File: src/rtl/load_store_unit.sv
// Load/store front end for the 64-bit big-endian DataMemory: sub-doubleword stores use read-modify-write.
// Optional misaligned-access trapping is compiled in with `define LSU_ALIGN_CHECK_EN.
module load_store_unit #(
  parameter int unsigned ADDR_W = 10
) (
  input  logic              clk,
  input  logic              reset,
  input  logic              req_valid,
  output logic              req_ready,
  input  logic              req_we,
  input  logic [1:0]        req_size,
  input  logic              req_unsigned,
  input  logic [ADDR_W-1:0] req_addr,
  input  logic [63:0]       req_wdata,
  output logic              resp_valid,
  output logic [63:0]       resp_rdata,
  output logic              resp_err,
  output logic [ADDR_W-1:0] mem_address,
  output logic [63:0]       mem_write_data,
  output logic              MemRead,
  output logic              MemWrite,
  input  logic [63:0]       mem_read_data
);

  typedef enum logic [1:0] {
    S_IDLE  = 2'd0,
    S_READ  = 2'd1,
    S_WRITE = 2'd2,
    S_RESP  = 2'd3
  } state_t;

  state_t r_state;
  state_t w_next;

  logic              r_we;
  logic [1:0]        r_size;
  logic              r_unsigned;
  logic [ADDR_W-1:0] r_base;
  logic [2:0]        r_off;
  logic [63:0]       r_wdata;
  logic [63:0]       r_buf;
  logic              r_err;

  logic              w_accept;
  logic [2:0]        w_align_mask;
  logic [2:0]        w_off_eff;
  logic              w_misaligned;

  logic [3:0]        w_nbytes;
  logic [2:0]        w_rsh_bytes;
  logic [5:0]        w_shamt;
  logic [63:0]       w_lane_lo;
  logic [63:0]       w_lane_mask;
  logic [63:0]       w_merged;
  logic [63:0]       w_lane;
  logic              w_sign;
  logic [63:0]       w_load_ext;

  assign w_accept = req_valid && (r_state == S_IDLE);

  // Offset bits that must be zero for a naturally aligned access of each size.
  always_comb begin
    w_align_mask = 3'b111;
    case (req_size)
      2'b00:   w_align_mask = 3'b111;
      2'b01:   w_align_mask = 3'b110;
      2'b10:   w_align_mask = 3'b100;
      default: w_align_mask = 3'b000;
    endcase
`ifdef LSU_ALIGN_CHECK_EN
    w_misaligned = |(req_addr[2:0] & ~w_align_mask);
    w_off_eff    = req_addr[2:0];
`else
    w_misaligned = 1'b0;
    w_off_eff    = req_addr[2:0] & w_align_mask;
`endif
  end

  always_ff @(posedge clk) begin
    if (reset) begin
      r_state <= S_IDLE;
    end else begin
      r_state <= w_next;
    end
  end

  always_comb begin
    w_next = r_state;
    case (r_state)
      S_IDLE: begin
        if (w_accept) begin
          if (w_misaligned)                     w_next = S_RESP;
          else if (req_we && req_size == 2'b11) w_next = S_WRITE;
          else                                  w_next = S_READ;
        end
      end
      S_READ:  w_next = r_we ? S_WRITE : S_RESP;
      S_WRITE: w_next = S_RESP;
      S_RESP:  w_next = S_IDLE;
      default: w_next = S_IDLE;
    endcase
  end

  always_ff @(posedge clk) begin
    if (reset) begin
      r_we       <= 1'b0;
      r_size     <= '0;
      r_unsigned <= 1'b0;
      r_base     <= '0;
      r_off      <= '0;
      r_wdata    <= '0;
      r_buf      <= '0;
      r_err      <= 1'b0;
    end else begin
      if (w_accept) begin
        r_we       <= req_we;
        r_size     <= req_size;
        r_unsigned <= req_unsigned;
        r_base     <= {req_addr[ADDR_W-1:3], 3'b000};
        r_off      <= w_off_eff;
        r_wdata    <= req_wdata;
        r_err      <= w_misaligned;
      end
      if (r_state == S_READ) begin
        r_buf <= mem_read_data;
      end
    end
  end

  // Lane position counted from the LSB: bytes to the right of the lane, times 8.
  always_comb begin
    w_nbytes  = 4'd8;
    w_lane_lo = '1;
    w_sign    = 1'b0;
    case (r_size)
      2'b00:   begin w_nbytes = 4'd1; w_lane_lo = 64'h0000_0000_0000_00FF; end
      2'b01:   begin w_nbytes = 4'd2; w_lane_lo = 64'h0000_0000_0000_FFFF; end
      2'b10:   begin w_nbytes = 4'd4; w_lane_lo = 64'h0000_0000_FFFF_FFFF; end
      default: begin w_nbytes = 4'd8; w_lane_lo = '1;                      end
    endcase
    w_rsh_bytes = 3'(4'd8 - {1'b0, r_off} - w_nbytes);
    w_shamt     = {w_rsh_bytes, 3'b000};
    w_lane_mask = w_lane_lo << w_shamt;
    w_merged    = (r_buf & ~w_lane_mask) | ((r_wdata & w_lane_lo) << w_shamt);
    w_lane      = (r_buf >> w_shamt) & w_lane_lo;
    case (r_size)
      2'b00:   w_sign = w_lane[7];
      2'b01:   w_sign = w_lane[15];
      2'b10:   w_sign = w_lane[31];
      default: w_sign = w_lane[63];
    endcase
    w_load_ext = (w_sign && !r_unsigned) ? (w_lane | ~w_lane_lo) : w_lane;
  end

  always_comb begin
    req_ready      = 1'b0;
    resp_valid     = 1'b0;
    resp_rdata     = '0;
    resp_err       = 1'b0;
    mem_address    = '0;
    mem_write_data = '0;
    MemRead        = 1'b0;
    MemWrite       = 1'b0;
    case (r_state)
      S_IDLE: req_ready = 1'b1;
      S_READ: begin
        MemRead     = !reset;
        mem_address = r_base;
      end
      S_WRITE: begin
        MemWrite       = !reset;
        mem_address    = r_base;
        mem_write_data = (r_size == 2'b11) ? r_wdata : w_merged;
      end
      S_RESP: begin
        resp_valid = 1'b1;
        resp_rdata = (!r_we && !r_err) ? w_load_ext : '0;
`ifdef LSU_ALIGN_CHECK_EN
        resp_err   = r_err;
`endif
      end
      default: ;
    endcase
  end

endmodule

File: config.mk
export PLATFORM = sky130hd
export DESIGN_NAME = load_store_unit
export DESIGN_NICKNAME = d
export VERILOG_FILES = /design/src/rtl/load_store_unit.sv
export SDC_FILE = /design/constraint.sdc
export NUM_CORES = 1
export LEC_CHECK = 0
export CELL_PAD_IN_SITES_DETAIL_PLACEMENT = 0
export CELL_PAD_IN_SITES_GLOBAL_PLACEMENT = 1
export CORE_UTILIZATION = 32
export CTS_BUF_LIST = sky130_fd_sc_hd__clkbuf_4
export CTS_CLUSTER_DIAMETER = 200
export CTS_CLUSTER_SIZE = 16
export DETAILED_ROUTE_END_ITERATION = 10
export GPL_TIMING_DRIVEN = 0
export PLACE_DENSITY_LB_ADDON = 0.1
export REMOVE_ABC_BUFFERS = 1
export SLEW_MARGIN = 20
export SYNTH_ARGS = -nofsm -noshare
export SYNTH_HDL_FRONTEND = slang
export SYNTH_SLANG_ARGS = --single-unit
export TNS_END_PERCENT = 20
File: constraint.sdc
create_clock -name clk -period 4.4 [get_ports clk]
set_input_delay 0.88 -clock clk [delete_from_list [all_inputs] [get_ports clk]]
set_output_delay 0.88 -clock clk [all_outputs]
set_load 0.1 [all_outputs]
# After elaboration in Yosys (flattened, before gate mapping)
# Cells that the tools add are included.
# totals
ff_bits,144
out_inout_bits,143
# classes
addsub,2
n_eq_ne,10
n_shift,3
muxes,18
n_bitwise,8
n_reduce_logical,9
# ops
cell,n
$mux 64,5
$and 64x64->64,3
$pmux 64 s3,1
$not 64->64,2
$or 64x64->64,2
$shl 64x6->64,2
$shr 64x6->64,1
$pmux 3 s3,2
$eq 2x2->1 const B,6
$mux 10,1
$pmux 2 s4,1
$eq 2x1->1 const B,3
$logic_not 2->1,3
$mux 1,5
$mux 2,2
$and 3x3->3,1
$logic_and 1x1->1,3
$pmux 1 s3,1
$sub 1x3->3 const A,1
$sub 3x3->3,1
$logic_not 1->1,2
$ne 2x2->1 const B,1
$reduce_or 2->1,1

# Depth between registers and ports, before layout
# depth
ltp_word,10
depth_mapped,16

# Worst setup path before layout
# No wires, ideal clock.
# synth_timing
path_type,reg2out
startpoint,reg r_size[1]
endpoint,out resp_rdata[10]
arrival_time_ns,5.427
t_required_ns,3.520
path_slack_ns,-1.907
path_stages_with_launch,14
n_path_buf,4
cell_sequence,dfxtp_1 > buf_2 > buf_2 > clkbuf_1 > clkbuf_1 > nor2b_1 > ha_1 > inv_1 > ha_1 > xnor3_2 > xnor2_4 > mux2i_1 > a21oi_1 > a211oi_1
# synth_between
elab_chain_cells,10
word_cells_on_any_way,15
classes_between,add/sub (1); eq/ne (2); shift (1); mux (6); bitwise (3); reduce/logical (2)
# synth_lines
item,line,source
start: declaration,36,logic [1:0] r_size;
start signal: assignment,117,r_size <= req_size;
"$eq 2x2->1, or another cell as far along","135, 146",
$pmux 3 s3,135,case (r_size)
$sub 3x3->3,141,"w_rsh_bytes = 3'(4'd8 - {1'b0, r_off} - w_nbytes);"
$shr 64x6->64,145,w_lane = (r_buf >> w_shamt) & w_lane_lo;
$and 64x64->64,145,
$pmux 1 s3,146,case (r_size)
$logic_and 1x1->1,152,w_load_ext = (w_sign && !r_unsigned) ? (w_lane | ~w_lane_lo) : w_lane;
$mux 64 (*),152,
$mux 64 (*),177,resp_rdata = (!r_we && !r_err) ? w_load_ext : '0;
$mux 64 (*),164,case (r_state)
end: declaration,16,"output logic [63:0] resp_rdata,"
# Mark *: on every way between the ends. The rest lies on a longest branch, timed or not.

# Worst setup path in the final report
# layout_timing
startpoint,reg r_size[1]
endpoint,out resp_rdata[26]
# Same word-level chain as after synthesis.

==> run_results.csv <==
group,metric,value,unit
critical_path,r2r_start,"r_state[0]",
synth,seq_area_frac_synth,0.284,
route,via_count,11500,
route,first_pass_iters,5,
synth,ys.warnings.count,0,
clocking,clkLatencyLatePin,600,ps
run_status,outcome,"finished with violations",
cells_and_area,final_cell_area,0.0158,mm2
pwr,ir_drop,0.366,mV
critical_path,crit_type,"reg -> out",
clocking,clockRootBuffer,"clkbuf_4",
synth,synth-seq-cells,144,
floorplanning,die-area,0.0325,mm2
route,drt_iter0_drc,1240,
placement,placed_area,0.0134,mm2
clocking,cts_tree,"built",
cells_and_area,drive_gt1_frac,0.241,
floorplanning,coreArea,0.0309,mm2
route,ant_nets,0,
route,viasPerCell,5.67,
timing,tightestPinTransition,1210,ps
pwr,power_leakage,0.00601,uW
placement,dp_hpwl,29900,um
timing,rsz0062_at_grt,"yes",
global_route,grt.total_usage,0.276,
synth,synth_edf_count,0,
hold_path,hold_end,"r_base[4]",
synth,netlist_area,0.0102,mm2
placement,port_buffers,283,
critical_path,crit_path_end_kind,"output pin",
timing,setup_viol,103,
timing,fin_crit_sh,1.09,
clocking,clk_path_buf_depth,2,
clocking,cts_made_buffers,17,
placement,place_congestion,0.853,
global_route,grt_max_degree,106,
synth,synth-async-reset-ratio,0,
global_route,antenna_found_initial,3,
route,drt-total-wl,47100,um
cells_and_area,area_growth,55.6,%
hold_path,hp-class,"reg -> reg",
critical_path,r2r_cells,6,
timing,worst_slack,-410,ps
placement,place_ws,-2360,ps
clocking,cts.clk_slew.worst_paths,140,ps
flow_run,cap_violations,0,
cells_and_area,n_fill_cell,2976,
critical_path,path_max_fanout,16,
floorplanning,std_cell_rows,64,
critical_path,reg2reg_slack,2480,ps
critical_path,cp.arrival,3930,ps
floorplanning,start_util,0.329,
global_route,grt_pass1_vias,10500,
global_route,grt_overflow,0,
floorplanning,die_h,180,um
timing,finClkSkew,25.4,ps
floorplanning,top_level_ports,288,
route,wl_per_cell,23.2,um
timing,fin_crit,4810,ps
run_status,violations,"setup timing",
floorplanning,die_w,180,um
pwr,pwr_density_cell,552,mW/mm2
synth,syn_area_per_cell,7.45,um2
synth,syn_inst,1364,
hold_path,min_path_cells,2,
clocking,cts.sinks,144,
timing,finalMaxSlewViolations,0,
hold_path,min-delay-start,"r_base[4]",
synth,yosysUniqueCellTypes,59,
clocking,ctsHoldBuffers,0,
timing,hold_viol_final,0,
critical_path,start_kind,"flip-flop",
critical_path,r2r_end,"r_state[0]",
critical_path,required,3520,ps
cells_and_area,layout_commonest_cell,"nand2_1",
cells_and_area,mostFrequentLayoutCells,"nand2_1 (256), clkdlybuf4s50_1 (154), dfxtp_1 (142)",
route,drcViolationCount,0,
cells_and_area,nNetsFinal,1768,
timing,maxSlewHeadroom,0.196,
clocking,h-tree-depth,4,
synth,synth_top_flop_cell,"dfxtp_1",
global_route,grt_pass1_wl,67700,um
timing,maxClockFrequency,0.208,GHz
synthesized netlist by cell type (23+ instances only):
cell | count | share of area
a211oi_1 | 23 | 0.017
a21oi_1 | 181 | 0.089
and3_1 | 23 | 0.014
buf_2 | 30 | 0.015
clkbuf_1 | 87 | 0.032
dfxtp_1 | 144 | 0.28
mux2i_1 | 98 | 0.097
nand2_1 | 258 | 0.095
nand3_1 | 47 | 0.023
nor2_1 | 102 | 0.038
nor2b_1 | 29 | 0.018
o21ai_0 | 69 | 0.034
routing by layer:
| metal | GRT usage | vias up | routed length (um) | share of wire |
|---|---|---|---|---|
| met3 | 0.0717 | 50 | 4390 | 0.093 |
| met1 | 0.388 | 5529 | 21100 | 0.45 |
| li1 | - | 5366 | - | - |
| met4 | 0.0793 | 0 | 920 | 0.020 |
| met2 | 0.411 | 555 | 20700 | 0.44 |
| met5 | 0 | - | 0 | 0 |
worst max path at each step:
stage | from | depth (start not counted) | slack (ps) | end
final | r_size[1] | 16 | -410 | resp_rdata[26]
after detailed placement | r_size[1] | 12 | -2360 | resp_rdata[40]
after global routing | r_size[1] | 16 | -530 | resp_rdata[26]
after floorplan | r_size[1] | 6 | -4610 | mem_write_data[0]
after CTS | r_size[1] | 17 | -1170 | resp_rdata[18]
after global placement | r_size[1] | 8 | -8990 | resp_rdata[39]
registers in the layout, summed over array words and instances (netlist names):
| name | count |
|---|---|
| r_off | 3 |
| r_base | 7 |
| r_unsigned | 1 |
| r_size | 2 |
| r_wdata | 64 |
| r_we | 1 |
| r_state | 2 |
| r_buf | 64 |
per-stage QoR:
step	hold slack [ps]	total power, uW	TNS (ps)	utilization	cells
final	458	8720	-22180	0.511	2027
after global routing	475	9110	-36520	0.511	2026
after CTS	462	8290	-84990	0.486	1996
after detailed placement	443	6730	-239250	0.435	1926
after global placement	438	6490	-1158540	0.417	1908
after floorplan	426	4980	-465080	-	1229
critical path: stages (launching register included):
cell and delay, ps:
dfxtp_4 400, or2_4 290, ha_4 170, ha_4 150
xnor3_4 380, buf_6 170, xnor2_4 170, buf_6 140
buf_16 130, buf_12 100, mux2i_4 260, buf_4 160
a221oi_4 60, buf_12 200, buf_4 150, a31oi_4 180
buf_12 200
where the power goes:
| group | switching [uW] | internal, uW |
|---|---|---|
| Combinational | 3540 | 2180 |
| Sequential | 427 | 1590 |
| Clock | 564 | 417 |
| Total | 4530 | 4190 |
final cells by class:
type | instances | area (um2) | share of cell area
multi-input cells | 1068 | 7500 | 0.474
flip-flops and latches | 144 | 2890 | 0.183
clock buffers | 20 | 150 | 0.00950
inverters | 17 | 68.8 | 0.00435
clock inverters | 12 | 158 | 0.00997
repair buffers | 367 | 4540 | 0.287
well taps | 396 | 495 | 0.0313
diodes | 3 | 7.51 | 0.000475
kinds of logic (layout without fill, tap and decap cells):
family	after synthesis	in the layout	share of synthesized area
other	1	7	0.000369
and+or+nand+nor	520	520	0.228
muxes	130	130	0.151
xor gates and xnor gates	3	3	0.00776
AOI/OAI and AO/OA	403	403	0.251
adders and majority gates	8	8	0.00986
DFF	144	144	0.284
buffers and inverters	155	416	0.0673
repair_timing:
action | 4_1_cts | 5_1_grt
pin swaps | 26 | 40
gates cloned | 4 | 4
setup endpoints to repair | 128 | 128
resized for setup | 748 | 401
buffers inserted | 34 | 30
Note: power is estimated with default switching activity, not from simulation.
==> RTL change 1 (config.mk and constraints unchanged) <==
The 4 states of `state_t` get a one-hot encoding in 4 bits.
--- a/src/rtl/load_store_unit.sv
+++ b/src/rtl/load_store_unit.sv
@@ -24,7 +24,7 @@
 
-  typedef enum logic [1:0] {
-    S_IDLE  = 2'd0,
-    S_READ  = 2'd1,
-    S_WRITE = 2'd2,
-    S_RESP  = 2'd3
+  typedef enum logic [3:0] {
+    S_IDLE  = 4'b0001,
+    S_READ  = 4'b0010,
+    S_WRITE = 4'b0100,
+    S_RESP  = 4'b1000
   } state_t;
Behaviour: same outputs for any inputs over 4 cycles, from zero or initial values and one cycle with reset high; so few cycles prove little.
==> RTL change 1 against the unedited design <==
The flow still finishes with violations (negative setup slack). Die area down 3.0%. Cell count grew 4.0%. Cell area up 2.3%. Via count up 7.3%. Routed wire length rose by 9.1%. Area after synthesis decreased by 3.0%. Fmax up 2.5%. Critical endpoint is now resp_rdata[18]. Setup slack improved by 0.12 ns. Sequential cell count up 2.
Power is not compared: it rests on default switching activity, and its combinational part moved more than twofold at a synthesized area within 25%.
==> RTL change 1: results (changes against the unedited design) <==
| Metric | Value |
|---|---|
| All-layer global routing usage | 0.3173 (+0.04142) |
| Global-route wire length before repair | 73.83 mm (+9.1%) |
| Nets | 1,854 (+4.9%) |
| Gate count of the mapped netlist | 1,422 (+4.3%) |
| Antenna violations before repair | 2 (-1) |
| R2R Path Start | r_state[0] |
| Maximum number of buffers from clock root to sink | 2 (unchanged) |
| Maximum fanout count along the critical path | 7 (-9) |
| Fin Clk Skew | 0.01725 ns (-0.008173 ns) |
| Filler cell count | 2,867 (-3.7%) |
| Failing checks | negative setup slack |
| Final setup violation count | 107 (+3.9%) |
| CTS buffer count | 17 (unchanged) |
| Minimum setup slack in the final design | -0.2943 ns (+0.1162 ns) |
| Ratio of cells with drive above 1 in the final layout | 0.2615 (+0.02010) |
| Slowest cell delay on critical path | 0.42 ns (+0.02 ns) |
| Total placed instance area | 13,330 µm² (-0.75%) |
| Largest net degree at the start of global routing | 90 (-15%) |
| Cell count after placement | 1,995 (+3.6%) |
| Worst setup endpoint | resp_rdata[18] |
| Setup TNS Final | -16.14 ns (+6.040 ns) |
| Crit-path slowest cell | sky130_fd_sc_hd__xnor3_4 |
| Critical path data arrival time | 3.81 ns (-0.12 ns) |
| Slack of the worst reg-to-reg path | 2.19 ns (-0.29 ns) |
| Kind of path behind the tightest hold check | reg -> reg |
| Proportion of synthesized chip area in sequential cells | 0.2966 (+0.01282) |
| Synth cell types | 54 (-8.5%) |
| Area contributors post-synth | sky130_fd_sc_hd__dfxtp_1, sky130_fd_sc_hd__a21oi_1, sky130_fd_sc_hd__nand2_1 |
| Routed Wire Length | 51.36 mm (+9.1%) |
| Routed via count | 12.34k (+7.3%) |
| Drt initial violations | 1,323 (+6.7%) |
| Outcome | complete, but fails checks |
| Max-Slew Margin vs Limit | 0.3436 (+0.1474) |
| Number of iterations in the first detailed-routing pass | 8 (+3) |
| Depth of the worst register-to-register path | 5 (-1) |
| Number of non-filler instances in the completed layout | 2,108 (+4.0%) |
| Leading post-synthesis cells by instance count | sky130_fd_sc_hd__nand2_1, sky130_fd_sc_hd__a21oi_1, sky130_fd_sc_hd__dfxtp_1, sky130_fd_sc_hd__clkbuf_1, sky130_fd_sc_hd__o21ai_0 |
| Gpl congestion | 0.8210 (-3.7%) |
## RTL change 1: critical path, delay by kind of cell, from the launching register on
kind | cells | cell delay, ns
AO/OA/AOI/OAI | 2 | 0.46
AND/OR/NAND/NOR | 1 | 0.29
multiplexers | 1 | 0.30
flip-flops | 1 | 0.40
XOR/XNOR | 2 | 0.65
adder cells (fa/ha/maj) | 2 | 0.32
buffers and inverters | 4 | 0.77
## RTL change 1: through the flow
step / utilization / power, mW
after floorplan: - / 2.277
after global placement: 0.4208 / 2.855
after detailed placement: 0.4450 / 2.987
after CTS: 0.5039 / 4.480
after global routing: 0.5399 / 4.803
final: 0.5399 / 4.658
## RTL change 1: cell families (layout without fill, tap and decap cells)
family / Yosys count / in the layout / synth area share
AOI/OAI and AO/OA: 495 / 496 / 0.3004
muxes: 74 / 74 / 0.08990
xor gates and xnor gates: 3 / 3 / 0.005715
and+or+nand+nor: 552 / 552 / 0.2401
buffers and inverters: 147 / 438 / 0.06171
adders and majority gates: 4 / 4 / 0.005080
other: 1 / 5 / 0.0003806
DFF: 146 / 146 / 0.2966
## RTL change 1: worst min path at each step
stage,from,end,slack [ns],depth (start not counted)
floorplan,r_base[3],r_base[3],0.43,2
global placement,r_base[4],r_base[4],0.44,2
detailed placement,r_wdata[42],r_wdata[42],0.44,2
CTS,r_wdata[42],r_wdata[42],0.46,2
global route,r_wdata[49],r_wdata[49],0.48,2
finish,r_wdata[46],r_wdata[46],0.46,2
## RTL change 1: report_power, final
| part | switching (mW) | leakage (nW) | total (mW) | internal, mW |
|---|---|---|---|---|
| Clock | 0.556 | 0.182 | 1.12 | 0.560 |
| Combinational | 1.18 | 4.49 | 2.07 | 0.891 |
| Sequential | 0.0766 | 1.19 | 1.47 | 1.40 |
| Total | 1.81 | 5.86 | 4.66 | 2.85 |
## RTL change 1: layout make-up
class | count | area [µm²] | share of cell area
inverter | 7 | 38.79 | 0.002398
tap | 390 | 488.0 | 0.03017
clock buffer | 18 | 135.1 | 0.008356
sequential | 146 | 2930 | 0.1812
multi-input combinational | 1133 | 7428 | 0.4593
clock inverter | 13 | 216.5 | 0.01338
timing repair buffer | 400 | 4932 | 0.3050
antenna | 1 | 2.502 | 0.0001547
## RTL change 1: repair_timing
| action | in CTS | in global routing |
|---|---|---|
| buffers inserted | 50 | 27 |
| cloned | 5 | 1 |
| hold buffers | 0 | 0 |
| setup endpoints to repair | 136 | 135 |
| resized for setup | 966 | 215 |
| pin swaps | 33 | 33 |
## RTL change 1: layer usage
layer  global-route usage  part of all wire
met5                    0           0.00018
met4               0.1157             0.033
met3              0.06620             0.089
met2               0.5111              0.46
met1               0.4155              0.42
==> RTL change 2 (same settings) <==
Made on the original files. `ADDR_W`: 10 -> 9.
--- a/src/rtl/load_store_unit.sv
+++ b/src/rtl/load_store_unit.sv
@@ -3,3 +3,3 @@
 module load_store_unit #(
-  parameter int unsigned ADDR_W = 10
+  parameter int unsigned ADDR_W = 9
 ) (
Interface: changed (resized mem_address and req_addr); port bits go from 288 to 286. No check against the original RTL was run, so the function may have changed too.
==> RTL change 2 against the unedited design <==
The run still ends with negative setup slack left. Routed wire length is 3.3% higher. Sequential cell count shrank 1. Non-clock buffer count rose by 18. Area after synthesis decreased by 1.5%. Global-route usage is 2.4 points higher. Cell area grew 1.5%. Clock power grew 2%. Total power rose by 7.2%. Setup slack improved by 0.087 ns. Highest routed layer unchanged.
==> RTL change 2: results (changes against the unedited design) <==
| Metric | Value |
|---|---|
| Plain + repair buffers | 385 (+4.9%) |
| Final setup violation count | 90 (-13%) |
| Actual slew at the worst max-slew pin | 1.218 ns (+0.01237 ns) |
| Largest net degree at the start of global routing | 84 (-21%) |
| Number of sinks handled by clock tree synthesis | 143 (-0.69%) |
| Total placed instance area | 13,370 µm² (-0.48%) |
| Global-route met2 utilization | 0.4776 (+0.06648) |
| Cell count after placement | 1,899 (-1.4%) |
| Share of the synthesized area in compound gates (AO/OA/AOI/OAI) | 0.2404 (-0.01105) |
| Number of port buffers | 281 (-0.71%) |
| Slowest cell delay on critical path | 0.45 ns (+0.05 ns) |
| Fin Clk Skew | 0.03555 ns (+0.01013 ns) |
| Area contributors post-synth | sky130_fd_sc_hd__dfxtp_1, sky130_fd_sc_hd__mux2i_1, sky130_fd_sc_hd__nand2_1 |
| Buffering overhead | 0.2965 (+0.009372) |
| Final Hold Slack | 0.4594 ns (+0.001059 ns) |
| Met3 demand-to-capacity share in global routing | 0.05407 (-0.01767) |
| Routed Wire Length | 48.64 mm (+3.3%) |
| Leading post-synthesis cells by instance count | sky130_fd_sc_hd__nand2_1, sky130_fd_sc_hd__dfxtp_1, sky130_fd_sc_hd__a21oi_1, sky130_fd_sc_hd__nor2_1, sky130_fd_sc_hd__mux2i_1 |
| Sum of routed wire segments on met1 | 21.10 mm (about the same) |
| Layout clock buffers | 18 (-10%) |
| Failing checks | negative setup slack |
| Proportion of synthesized chip area in sequential cells | 0.2861 (+0.002329) |
| Fraction of synthesized cell area in xor and xnor cells | 0.008379 (+0.0006187) |
| Count of multi-input combinational gates | 1,047 (-2.0%) |
| Setup TNS Final | -12.88 ns (+9.292 ns) |
| Critical path data arrival time | 3.84 ns (-0.09 ns) |
| Adder-cell share of the synthesized area | 0.01001 (+0.0001504) |
| Sw power | 4.821 mW (+6.4%) |
| Portion of netlist area occupied by mux cells | 0.1735 (+0.02232) |
| Peak supply drop | 0.0003003 V (-18%) |
| Combined area of the multi-input logic cells | 7569 µm² (+0.95%) |
| All-layer global routing usage | 0.3002 (+0.02432) |
| Via count of the first global-routing pass | 10.73k (+1.7%) |
| Total met2 wirelength after detailed routing | 22.43 mm (+8.3%) |
| Worst setup endpoint | resp_rdata[25] |
| Nets | 1,754 (-0.79%) |
| Number of iterations in the first detailed-routing pass | 6 (+1) |
| Antenna violations before repair | 1 (-2) |
| Maximum fanout count along the critical path | 6 (-10) |
| Source of the critical timing path | r_size[0] |
| Total half-perimeter wirelength after legalization and detailed placement | 30.12 mm (+0.64%) |
| Outcome | complete, but fails checks |
| Detail Route met3 WL | 3.652 mm (-17%) |
| Minimum setup slack in the final design | -0.3234 ns (+0.08701 ns) |
| Gate count of the mapped netlist | 1,327 (-2.7%) |
| Drt initial violations | 1,159 (-6.5%) |
| Regs by FF count | r_buf x64, r_wdata x64, r_base x6 |
| Nonclk inv count | 8 (-9) |
| WL per Instance | 24.16 µm (+4.0%) |
[RTL change 2: changes by cell type in the layout (fill, tap and decap cells not counted), sizes merged, moves of 18 or more]
cell	change
nor3	+41
a21oi	-47
nand3	-22
clkbuf	-19
buf	+30
a31oi	+20
and3	-18
nor2	+25
[RTL change 2: power groups by stage]
stage          logic [mW]  registers (mW)  clock network [mW]
4_1_cts              5.99            1.94                1.03
5_1_grt              6.67            1.99                1.08
3_3_place_gp         4.63            1.99                   0
2_1_floorplan        3.22            1.82                   0
3_5_place_dp         4.89            2.01                   0
6_report             6.39            1.96               0.998
[RTL change 2: repair_timing]
action / in CTS / in global routing
hold endpoints to repair: 0 / 0
buffers inserted: 56 / 13
resized for setup: 953 / 227
endpoints found under the setup margin: 128 / 128
gates cloned: 12 / 0
pin swaps: 23 / 18
